File: src/rtl/tawas_thread_sched_if.sv
// Control and issue signals between the config/bus units, the Tawas thread
// scheduler and the fetch/regfile front end.
interface tawas_thread_sched_if;
  logic        stall;
  logic        cfg_wr;
  logic [15:0] cfg_mask;
  logic        block_en;
  logic [3:0]  block_thread;
  logic        wake_en;
  logic [3:0]  wake_thread;
  logic        thread_start_en;
  logic [3:0]  thread_start;
  logic [15:0] enable_mask;
  logic [15:0] blocked_mask;
  logic        idle;

  modport master (
    output stall, cfg_wr, cfg_mask, block_en, block_thread, wake_en, wake_thread,
    input  thread_start_en, thread_start, enable_mask, blocked_mask, idle
  );

  modport slave (
    input  stall, cfg_wr, cfg_mask, block_en, block_thread, wake_en, wake_thread,
    output thread_start_en, thread_start, enable_mask, blocked_mask, idle
  );
endinterface

File: src/rtl/tawas_thread_sched.sv
// Round-robin hardware-thread scheduler for the Tawas core: picks one of 16
// eligible threads per cycle and issues it to the regfile/fetch front end.
module tawas_thread_sched #(
  parameter int unsigned LOCKOUT    = 4,
  parameter logic [15:0] RESET_MASK = 16'h0001
) (
  input logic                 clk,
  input logic                 rst,
  tawas_thread_sched_if.slave bus
);

  // Counter is loaded with LOCKOUT-1 so the thread re-issues exactly LOCKOUT edges later.
  localparam logic [2:0] LOCK_LOAD = 3'(LOCKOUT - 1);

  logic [15:0] enable_q;
  logic [15:0] blocked_q;
  logic [3:0]  last_q;
  logic [2:0]  lock_cnt [16];
  logic        start_en_q;
  logic [3:0]  start_q;
  logic        idle_q;

  logic [15:0] eligible;
  logic [15:0] rotated;
  logic [3:0]  start_pt;
  logic [3:0]  offset;
  logic        found;
  logic [3:0]  sel;
  logic        issue;
  logic [15:0] en_next;
  logic [15:0] blk_next;

  always_comb begin
    for (int t = 0; t < 16; t++) begin
      eligible[t] = enable_q[t] & ~blocked_q[t] & (lock_cnt[t] == 3'd0);
    end
  end

  // Rotate so bit 0 is the thread after the last issued one; lowest set bit wins.
  always_comb begin
    start_pt = last_q + 4'd1;
    rotated  = 16'({eligible, eligible} >> start_pt);
    found    = 1'b0;
    offset   = 4'd0;
    for (int i = 15; i >= 0; i--) begin
      if (rotated[i]) begin
        found  = 1'b1;
        offset = 4'(i);
      end
    end
    sel   = start_pt + offset;
    issue = found & ~bus.stall;
  end

  always_comb begin
    en_next  = bus.cfg_wr ? bus.cfg_mask : enable_q;
    blk_next = blocked_q & en_next;
    if (bus.block_en && en_next[bus.block_thread]) begin
      blk_next[bus.block_thread] = 1'b1;
    end
    if (bus.wake_en) begin
      blk_next[bus.wake_thread] = 1'b0;
    end
  end

  always_ff @(posedge clk) begin
    if (rst) begin
      enable_q  <= RESET_MASK;
      blocked_q <= 16'h0000;
    end else begin
      enable_q  <= en_next;
      blocked_q <= blk_next;
    end
  end

  // Lockout counters drain only while the pipeline advances.
  always_ff @(posedge clk) begin
    for (int t = 0; t < 16; t++) begin
      if (rst) begin
        lock_cnt[t] <= 3'd0;
      end else if (!bus.stall) begin
        if (issue && (sel == 4'(t))) begin
          lock_cnt[t] <= LOCK_LOAD;
        end else if (lock_cnt[t] != 3'd0) begin
          lock_cnt[t] <= lock_cnt[t] - 3'd1;
        end
      end
    end
  end

  always_ff @(posedge clk) begin
    if (rst) begin
      last_q     <= 4'hF;
      start_en_q <= 1'b0;
      start_q    <= 4'd0;
      idle_q     <= 1'b1;
    end else begin
      start_en_q <= issue;
      idle_q     <= ~issue;
      if (issue) begin
        start_q <= sel;
        last_q  <= sel;
      end
    end
  end

  assign bus.thread_start_en = start_en_q;
  assign bus.thread_start    = start_q;
  assign bus.enable_mask     = enable_q;
  assign bus.blocked_mask    = blocked_q;
  assign bus.idle            = idle_q;

endmodule
File: src/flat_wrapper.sv
// flat-port wrapper written by rule: the top's interface ports become plain ports
module tawas_thread_sched_flat 
#(
  parameter int unsigned LOCKOUT    = 4,
  parameter logic [15:0] RESET_MASK = 16'h0001
)
  (clk, rst, bus_stall, bus_cfg_wr, bus_cfg_mask, bus_block_en, bus_block_thread, bus_wake_en, bus_wake_thread, bus_thread_start_en, bus_thread_start, bus_enable_mask, bus_blocked_mask, bus_idle);
  tawas_thread_sched_if bus_i ();
  input logic clk;
  input logic rst;
  input wire logic [$bits(bus_i.stall)-1:0] bus_stall;
  input wire logic [$bits(bus_i.cfg_wr)-1:0] bus_cfg_wr;
  input wire logic [$bits(bus_i.cfg_mask)-1:0] bus_cfg_mask;
  input wire logic [$bits(bus_i.block_en)-1:0] bus_block_en;
  input wire logic [$bits(bus_i.block_thread)-1:0] bus_block_thread;
  input wire logic [$bits(bus_i.wake_en)-1:0] bus_wake_en;
  input wire logic [$bits(bus_i.wake_thread)-1:0] bus_wake_thread;
  output wire logic [$bits(bus_i.thread_start_en)-1:0] bus_thread_start_en;
  output wire logic [$bits(bus_i.thread_start)-1:0] bus_thread_start;
  output wire logic [$bits(bus_i.enable_mask)-1:0] bus_enable_mask;
  output wire logic [$bits(bus_i.blocked_mask)-1:0] bus_blocked_mask;
  output wire logic [$bits(bus_i.idle)-1:0] bus_idle;
  assign bus_i.stall = bus_stall;
  assign bus_i.cfg_wr = bus_cfg_wr;
  assign bus_i.cfg_mask = bus_cfg_mask;
  assign bus_i.block_en = bus_block_en;
  assign bus_i.block_thread = bus_block_thread;
  assign bus_i.wake_en = bus_wake_en;
  assign bus_i.wake_thread = bus_wake_thread;
  assign bus_thread_start_en = bus_i.thread_start_en;
  assign bus_thread_start = bus_i.thread_start;
  assign bus_enable_mask = bus_i.enable_mask;
  assign bus_blocked_mask = bus_i.blocked_mask;
  assign bus_idle = bus_i.idle;
  tawas_thread_sched #(.LOCKOUT(LOCKOUT), .RESET_MASK(RESET_MASK)) u_core (.clk(clk), .rst(rst), .bus(bus_i));
endmodule
File: config.mk
export PLATFORM = sky130hd
export DESIGN_NAME = tawas_thread_sched_flat
export DESIGN_NICKNAME = d
export VERILOG_FILES = /design/src/rtl/tawas_thread_sched_if.sv /design/src/rtl/tawas_thread_sched.sv /design/src/flat_wrapper.sv
export SDC_FILE = /design/constraint.sdc
export NUM_CORES = 1
export LEC_CHECK = 0
export ABC_AREA = 1
export ABC_CLOCK_PERIOD_IN_PS = 12400
export CAP_MARGIN = 0
export CORE_UTILIZATION = 35
export DETAILED_ROUTE_END_ITERATION = 12
export GPL_TIMING_DRIVEN = 0
export PLACE_DENSITY = 0.52
export SKIP_LAST_GASP = 1
export SYNTH_ARGS = -nofsm -noshare
export SYNTH_HDL_FRONTEND = slang
export SYNTH_SLANG_ARGS = --single-unit
File: constraint.sdc
create_clock -name clk -period 12.4 [get_ports clk]
set_input_delay 3.72 -clock clk [delete_from_list [all_inputs] [get_ports clk]]
set_output_delay 3.72 -clock clk [all_outputs]
set_load 0.02 [all_outputs]
==> impl_metrics.tcl, run 1 <==
set metrics [dict create \
    post_cts_resized 0 \
    clkSinkCount 90 \
    gp_congestion 0.927 \
    numCtsBuffers 9 \
    wl_per_cell_um 16.1 \
    setup_viol 0 \
    hold_buffers 0 \
    max_freq_mhz 168 \
    yosysTopAreaCellShare_pct 23.4 \
    drtPass1Iterations 7 \
    synth-seq-cells 90 \
    ant_nets 0 \
    async_flop_share_pct 0 \
    synth-edff-count 48 \
    globalRouteTotalUtil_pct 21.2 \
    grt_start_max_net_pins 16 \
    start_util_pct 35.8 \
    slew_headroom_pct 45.1 \
    ys_seq_area_share_pct 37.0 \
    synthFlopType "edfxtp_1" \
    portBuffers 65 \
    seqCellArea_sq_um 2280 \
    placed_area_sq_um 7090 \
    yosysTopAreaCell "edfxtp_1" \
    final_layout_size_suffix_gt1_share_pct 6.45 \
    diodes 0 \
    vias_per_cell 5.08 \
    worst_slew_pin_slew_ps 821 \
    fillCellCount 1793 \
    drtIter0Drc 314 \
    final_nets 977 \
    final.setup.tns_ps 0 \
    postSynthCellCount 834 \
    layout-area-overhead-vs-synth_pct 19.8 \
    setup_ws_ps 6450 \
    critPathCaptureType "flop" \
    core_sq_um 17200 \
    via_count 5791 \
    min_period_over_period_pct 48.0 \
    die_w_um 135 \
    cts_tree "built" \
    critPathKind "in -> reg" \
    row_count 48 \
    slew_violations 0 \
    pin_count 68 \
    dpl.hpwl_mm 14.5 \
    insertion_delay_ps 360 \
    min_period_ps 5950 \
    route.detailed.drc 0 \
    clkSlewWorstSetupHoldPaths_ps 70 \
    cp.required_ps 12450 \
    ys_types 45 \
    status "finished, final reports clean" \
    yosys-top-cells-area "edfxtp_1, dfxtp_1, nand3_1" \
    gr-total-overflow 0 \
    antenna_found_initial 0 \
    syn_area_sq_um 6160 \
    crit_path_start_kind "primary input" \
    cp_max_fo 10 \
    grt_pass1_wl_mm 29.1 \
    arrival_ps 6000 \
    cts_setup_buffers 0 \
    yosysWarningCount 0 \
    clock_path_buffers 2 \
    finalWirelength_mm 18.4 \
    die_y_um 135 \
    worstHoldPathType "reg -> reg" \
    die_area_sq_um 18100 \
    finalClockSkew_ps 8.22 \
    multi_input_area_sq_um 3280 \
    drv_cap 0 \
    syn-num-nets 901 \
    first_global_vias 5511 \
    root_buffer "clkbuf_16" \
    hold_viol 0 \
    post-route-cell-area_sq_um 7380 \
    synth.avg_cell_area_sq_um 7.39 \
    pre_cts_ws_ps 6060 \
    rsz0062_at_grt "false" \
    htreeDepth 3 \
]
## placed cells by master (no fill, tap or decap), types with 17 or more instances in the layout
cell | netlist | routed
a21oi_1 | 26 | 26
clkdlybuf4s50_1 | 0 | 65
dfxtp_1 | 42 | 42
edfxtp_1 | 48 | 48
ha_1 | 36 | 36
inv_1 | 114 | 114
nand2_1 | 162 | 162
nand3_1 | 143 | 143
nor2_1 | 100 | 100
o21ai_0 | 20 | 20
o22ai_1 | 19 | 19
xnor2_1 | 17 | 17
## worst max-delay path: stages
cell and delay [ps]:
clkdlybuf4s50_1 620, clkinv_1 280, nand2_1 320, clkbuf_1 570
nor2_1 180, nand2_1 130, nand3_1 170
## registers in the layout (all words and copies together), names as in the netlist
signal	count
u_core.lock_cnt	48
u_core.bus.blocked_mask	16
u_core.bus.enable_mask	16
u_core.bus.thread_start	4
u_core.last_q	4
u_core.bus.idle	1
u_core.bus.thread_start_en	1
## Yosys cell counts, types with 3 or more instances
library cell and n:
inv_1 114, a21oi_1 26, inv_4 3, xnor2_1 17, o22ai_1 19, nand2_1 162
nand3_1 143, buf_2 5, dfxtp_1 42, nor3_4 4, edfxtp_1 48, nor3_1 3
o21ai_1 7, nor2_1 100, o21ai_0 20, buf_6 4, clkbuf_1 13, nand3b_1 8
o211ai_1 3, nand2_2 10, inv_2 3, nand4_1 7, a31oi_1 9, ha_1 36
## metal layers
metal  GRT usage [%]  wire length [um]
met1            27.3              8300
met2            35.1              8530
met3            3.15               973
met4            9.74               583
met5               0                 0
## through the flow
stage	util [%]	std cells	hold slack, ps
CTS	42.8	1140	469
global route	42.8	1140	481
finish	42.8	1140	465
global placement	41.2	1124	458
detailed placement	41.2	1124	459
floorplan	-	834	490
## path summary, 6_finish.rpt
kind	startpoint	to	slack [ps]	cells past startpoint
min	u_core.bus.thread_start[2]	u_core.bus.thread_start[2]	470	2
max reg2reg	u_core.last_q[1]	u_core.lock_cnt[13][1]	7090	29
max	rst	u_core.lock_cnt[7][1]	6450	7
min reg2reg	u_core.bus.thread_start[2]	u_core.bus.thread_start[2]	470	2
## cell type report
| cell class | instances | share of cell area [%] |
|---|---|---|
| clock buffer | 11 | 3.42 |
| timing repair buffer | 65 | 8.81 |
| buffer | 24 | 1.81 |
| sequential | 90 | 30.9 |
| multi-input combinational | 599 | 44.5 |
| clock inverter | 5 | 0.475 |
| inverter | 121 | 6.25 |
| tap | 225 | 3.81 |
## cell families after synthesis
kind of cell               synth area share, %
xor gates and xnor gates                  3.27
and+or+nand+nor                           33.5
AOI/OAI and AO/OA                         8.55
adders and majority gates                 7.63
muxes                                    0.345
DFF                                       37.0
buffers and inverters                     9.66
Power of run 1 is left out: the tool's default activity adds up to more than one toggle a clock period on the data nets, which glitch-free logic cannot reach.
==> inputs of run 2 (changes only) <==
- ABC_CLOCK_PERIOD_IN_PS: 12400 -> 5400
- PLACE_DENSITY: 0.52 -> 0.54
- clock period: 12.4 -> 5.4 ns (I/O delays scaled with it)
==> run 2 against run 1 <==
Net effect:
- worst setup slack got worse by 5900 ps
- critical path depth up 21
- global-route usage shrank 0.52 points
- wire length decreased by 1.2%
- sequential share of layout area shrank 0.15 points
- critical endpoint is now u_core.lock_cnt[15][2]
==> impl_metrics.tcl, run 2 (synthesized netlist as in run 1, its figures left out) <==
set metrics [dict create \
    gr-total-overflow 0 \
    core_sq_um 17200 \
    clkSinkCount 90 \
    hold_start "u_core.bus.thread_start[3]" \
    gp_congestion 0.951 \
    fin_cells 1143 \
    portBuffers 65 \
    layout-area-overhead-vs-synth_pct 20.4 \
    finalClockSkew_ps 9.13 \
    max_stage_delay_ps 620 \
    final_layout_size_suffix_gt1_share_pct 6.75 \
    crit_path_start_kind "flop" \
    vias_per_cell 5.06 \
    cp_common_cell "nand2_1" \
    holdPathStages 2 \
    min_to "u_core.bus.thread_start[3]" \
    htreeDepth 3 \
    r2r-end "u_core.lock_cnt[15][2]" \
    wl_per_cell_um 15.9 \
    drtPass1Iterations 5 \
    first_global_vias 5481 \
    ant_nets 0 \
    status "finished, final reports clean" \
    place_inst 1124 \
    largest_register_ffs 48 \
    numCtsBuffers 9 \
    crit_slowest_cell "fa_1" \
    layout.cells.most_common "nand2_1" \
    insertion_delay_ps 350 \
    row_count 48 \
    path_buf_inv 4 \
    root_buffer "clkbuf_16" \
    die_area_sq_um 18100 \
    via_count 5782 \
    r2r_setup_slack_ps 510 \
    cp.required_ps 5450 \
    min_period_ps 4890 \
    antenna_found_initial 0 \
    crit_start "u_core.last_q[1]" \
    clock_path_buffers 2 \
    utilization_pct 43.0 \
    critPathKind "reg -> reg" \
    cp_max_fo 10 \
    layout_common_cells "nand2_1, nand3_1, inv_1" \
    cts_tree "built" \
    critPathCaptureType "flop" \
    grt_start_max_net_pins 16 \
    pin_count 68 \
    worst_slew_pin_slew_ps 793 \
    arrival_ps 4940 \
    drv_cap 0 \
    grt_pass1_wl_mm 28.8 \
    rsz0062_at_grt "false" \
    die_y_um 135 \
    crit_family "simple AND/OR/NAND/NOR gates" \
    worstHoldPathType "reg -> reg" \
    drtIter0Drc 305 \
    final.setup.tns_ps 0 \
    diodes 0 \
    pre_cts_ws_ps 202 \
    setup_ws_ps 508 \
    finalWirelength_mm 18.2 \
    setup_viol 0 \
    hold_viol 0 \
    reg2regPathDepth 28 \
    final_nets 980 \
    clkSlewWorstSetupHoldPaths_ps 70 \
    regMostFlops "u_core.lock_cnt" \
    min_period_over_period_pct 90.6 \
    r2r_start "u_core.last_q[1]" \
    slew_violations 0 \
    max_freq_mhz 204 \
    route.detailed.drc 0 \
    slew_headroom_pct 46.7 \
    start_util_pct 35.8 \
    dpl.hpwl_mm 14.4 \
    die_w_um 135 \
    globalRouteTotalUtil_pct 20.7 \
    hold_buffers 0 \
]
## run 2: repair_timing
item,in CTS,in global routing
buffers inserted,0,3
endpoints found under the setup margin,0,36
resized for setup,0,2
## run 2: how the worst max path moves through the flow
stage	endpoint	slack, ps	depth (start not counted)
floorplan	u_core.lock_cnt[13][0]	1070	29
global placement	u_core.lock_cnt[14][1]	170	29
detailed placement	u_core.lock_cnt[14][1]	200	29
CTS	u_core.lock_cnt[14][1]	170	29
global route	u_core.lock_cnt[15][2]	80	28
finish	u_core.lock_cnt[15][2]	510	28
## run 2: layer usage
metal | track usage, % | up-vias | share of wire, %
met5 | 0 | - | 0
met4 | 7.68 | 0 | 2.9
met3 | 3.42 | 39 | 5.6
met2 | 33.9 | 193 | 46
met1 | 27.4 | 2626 | 46
li1 | - | 2924 | -
## run 2: tightest hold or removal path, delay by kind of cell (launching register included)
kind / cells / cell delay, ps
flip-flops: 1 / 310
AND/OR/NAND/NOR: 1 / 60
AO/OA/AOI/OAI: 1 / 50
## run 2: layout make-up
type,instances,area [sq um]
fillers,1782,9820
multi-input cells,599,3300
inverters,121,462
clock buffers,10,229
plain buffers,24,134
repair buffers,68,686
clock inverters,6,40.0
well taps,225,282
flip-flops and latches,90,2280
## run 2: metrics by stage
step                      hold slack, ps  instance area (sq um)
after global placement               460                   7090
after floorplan                      490                   6160
after global routing                 492                   7420
final                                468                   7420
after detailed placement             463                   7090
after CTS                            475                   7360
Power of run 2 is left out for the same reason.
==> inputs of run 3 (changes only) <==
- CORE_ASPECT_RATIO: default -> 1.75
==> run 3 against run 2 <==
Net effect:
- clock skew shrank 2.2 ps
- maximum frequency fell by 1.2%
- first-iteration DRC count did not move
- wire length increased by 7.9%
- count of clock-buffer cells in the layout did not move
- core utilization is 0.49 points higher
- sequential share of layout area down 0.11 points
- non-clock buffer count fell by 1
- worst setup slack got worse by 61 ps
- design area increased by 0.37%
==> impl_metrics.tcl, run 3 (synthesized netlist as in run 1, its figures left out) <==
set metrics [dict create \
    gp_congestion 1.00 \
    slew_violations 0 \
    cts_tree "built" \
    core_sq_um 17100 \
    final_nets 979 \
    htreeDepth 3 \
    root_buffer "clkbuf_16" \
    diodes 0 \
    gr-total-overflow 0 \
    clkSlewWorstSetupHoldPaths_ps 70 \
    final.setup.tns_ps 0 \
    crit_start "u_core.last_q[0]" \
    portBuffers 65 \
    grt_pass1_wl_mm 30.3 \
    layout.cells.most_common "nand2_1" \
    finalWirelength_mm 19.6 \
    crit_path_start_kind "flop" \
    layout-area-overhead-vs-synth_pct 20.8 \
    hold_buffers 0 \
    die_w_um 102 \
    globalRouteTotalUtil_pct 23.0 \
    min_period_ps 4950 \
    setup_viol 0 \
    max_stage_delay_ps 460 \
    drtIter0Drc 305 \
    critPathKind "reg -> reg" \
    cp_max_fo 10 \
    clock_path_buffers 2 \
    r2r_start "u_core.last_q[0]" \
    via_count 5866 \
    insertion_delay_ps 360 \
    hold_start "u_core.bus.thread_start[2]" \
    worst_slew_pin_slew_ps 912 \
    ant_nets 0 \
    dpl.hpwl_mm 16.1 \
    regMostFlops "u_core.lock_cnt" \
    utilization_pct 43.5 \
    die_area_sq_um 18200 \
    arrival_ps 5010 \
    row_count 63 \
    numCtsBuffers 9 \
    status "finished, final reports clean" \
    finalClockSkew_ps 6.98 \
    largest_register_ffs 48 \
    rsz0062_at_grt "false" \
    grt_start_max_net_pins 16 \
    die_y_um 178 \
    vias_per_cell 5.13 \
    drv_cap 0 \
    crit_slowest_cell "fa_1" \
    min_period_over_period_pct 91.7 \
    route.detailed.drc 0 \
    antenna_found_initial 0 \
    fin_hold_ws_ps 473 \
    critPathCaptureType "flop" \
    pin_count 68 \
    start_util_pct 36.0 \
    clkSinkCount 90 \
    slew_headroom_pct 38.8 \
    first_global_vias 5840 \
    max_freq_mhz 202 \
    worstHoldPathType "reg -> reg" \
    cp_common_cell "nand2_1" \
    drtPass1Iterations 8 \
    layout_common_cells "nand2_1, nand3_1, inv_1" \
    final_layout_size_suffix_gt1_share_pct 6.87 \
    wl_per_cell_um 17.1 \
    cp.required_ps 5460 \
    hold_viol 0 \
]
==> run 3: cell count changes in the layout (fill, tap and decap cells not counted) <==
cell        change
buf_12          +1
buf_4           -2
clkbuf_1        -1
clkbuf_16       +1
clkinv_1        -1
clkinv_2        +2
clkinv_4        +1
clkinvlp_4      -1
inv_6           -1
==> run 3: worst max-delay path: cells and delay by family, from the launching register on <==
family | cells | cell delay (ps)
XOR/XNOR | 1 | 340
AO/OA/AOI/OAI | 2 | 230
AND/OR/NAND/NOR | 19 | 1830
flip-flops | 1 | 320
adder cells (fa/ha/maj) | 3 | 1040
buffers and inverters | 4 | 880
==> run 3: worst paths after layout <==
| path | end | slack [ps] | cells past startpoint |
|---|---|---|---|
| setup / recovery | u_core.lock_cnt[14][2] | 450 | 29 |
| setup reg to reg | u_core.lock_cnt[14][2] | 450 | 29 |
| hold / removal | u_core.bus.thread_start[2] | 470 | 2 |
| hold reg to reg | u_core.bus.thread_start[2] | 470 | 2 |
==> run 3: area by class of cell <==
cell class | instances | area [sq um]
Buffer | 24 | 134
Clock buffer | 10 | 250
Clock inverter | 6 | 38.8
Fill cell | 1865 | 9660
Inverter | 121 | 462
Multi-Input combinational cell | 599 | 3300
Sequential cell | 90 | 2280
Tap cell | 227 | 284
Timing Repair Buffer | 67 | 691
==> run 3: per-layer routing <==
metal  vias to the layer above  GRT usage [%]  share of wire (%)
met5                         -              0                  0
met3                        55           3.19                4.1
met4                         0           13.5                4.9
met1                      2692           22.0                 35
li1                       2922              -                  -
met2                       197           44.9                 56
==> run 3: through the flow <==
stage,cells,instance area [sq um],setup WS (ps)
after CTS,1142,7390,69.0
after detailed placement,1126,7100,97.2
after global placement,1126,7100,91.2
after global routing,1144,7440,44.2
after floorplan,834,6160,1070
final,1144,7440,446
==> run 3: timing repair <==
item | 4_1_cts | 5_1_grt
setup buffers | 0 | 2
setup endpoints to repair | 0 | 53
gates resized for setup | 0 | 2
Power of run 3 is left out for the same reason.
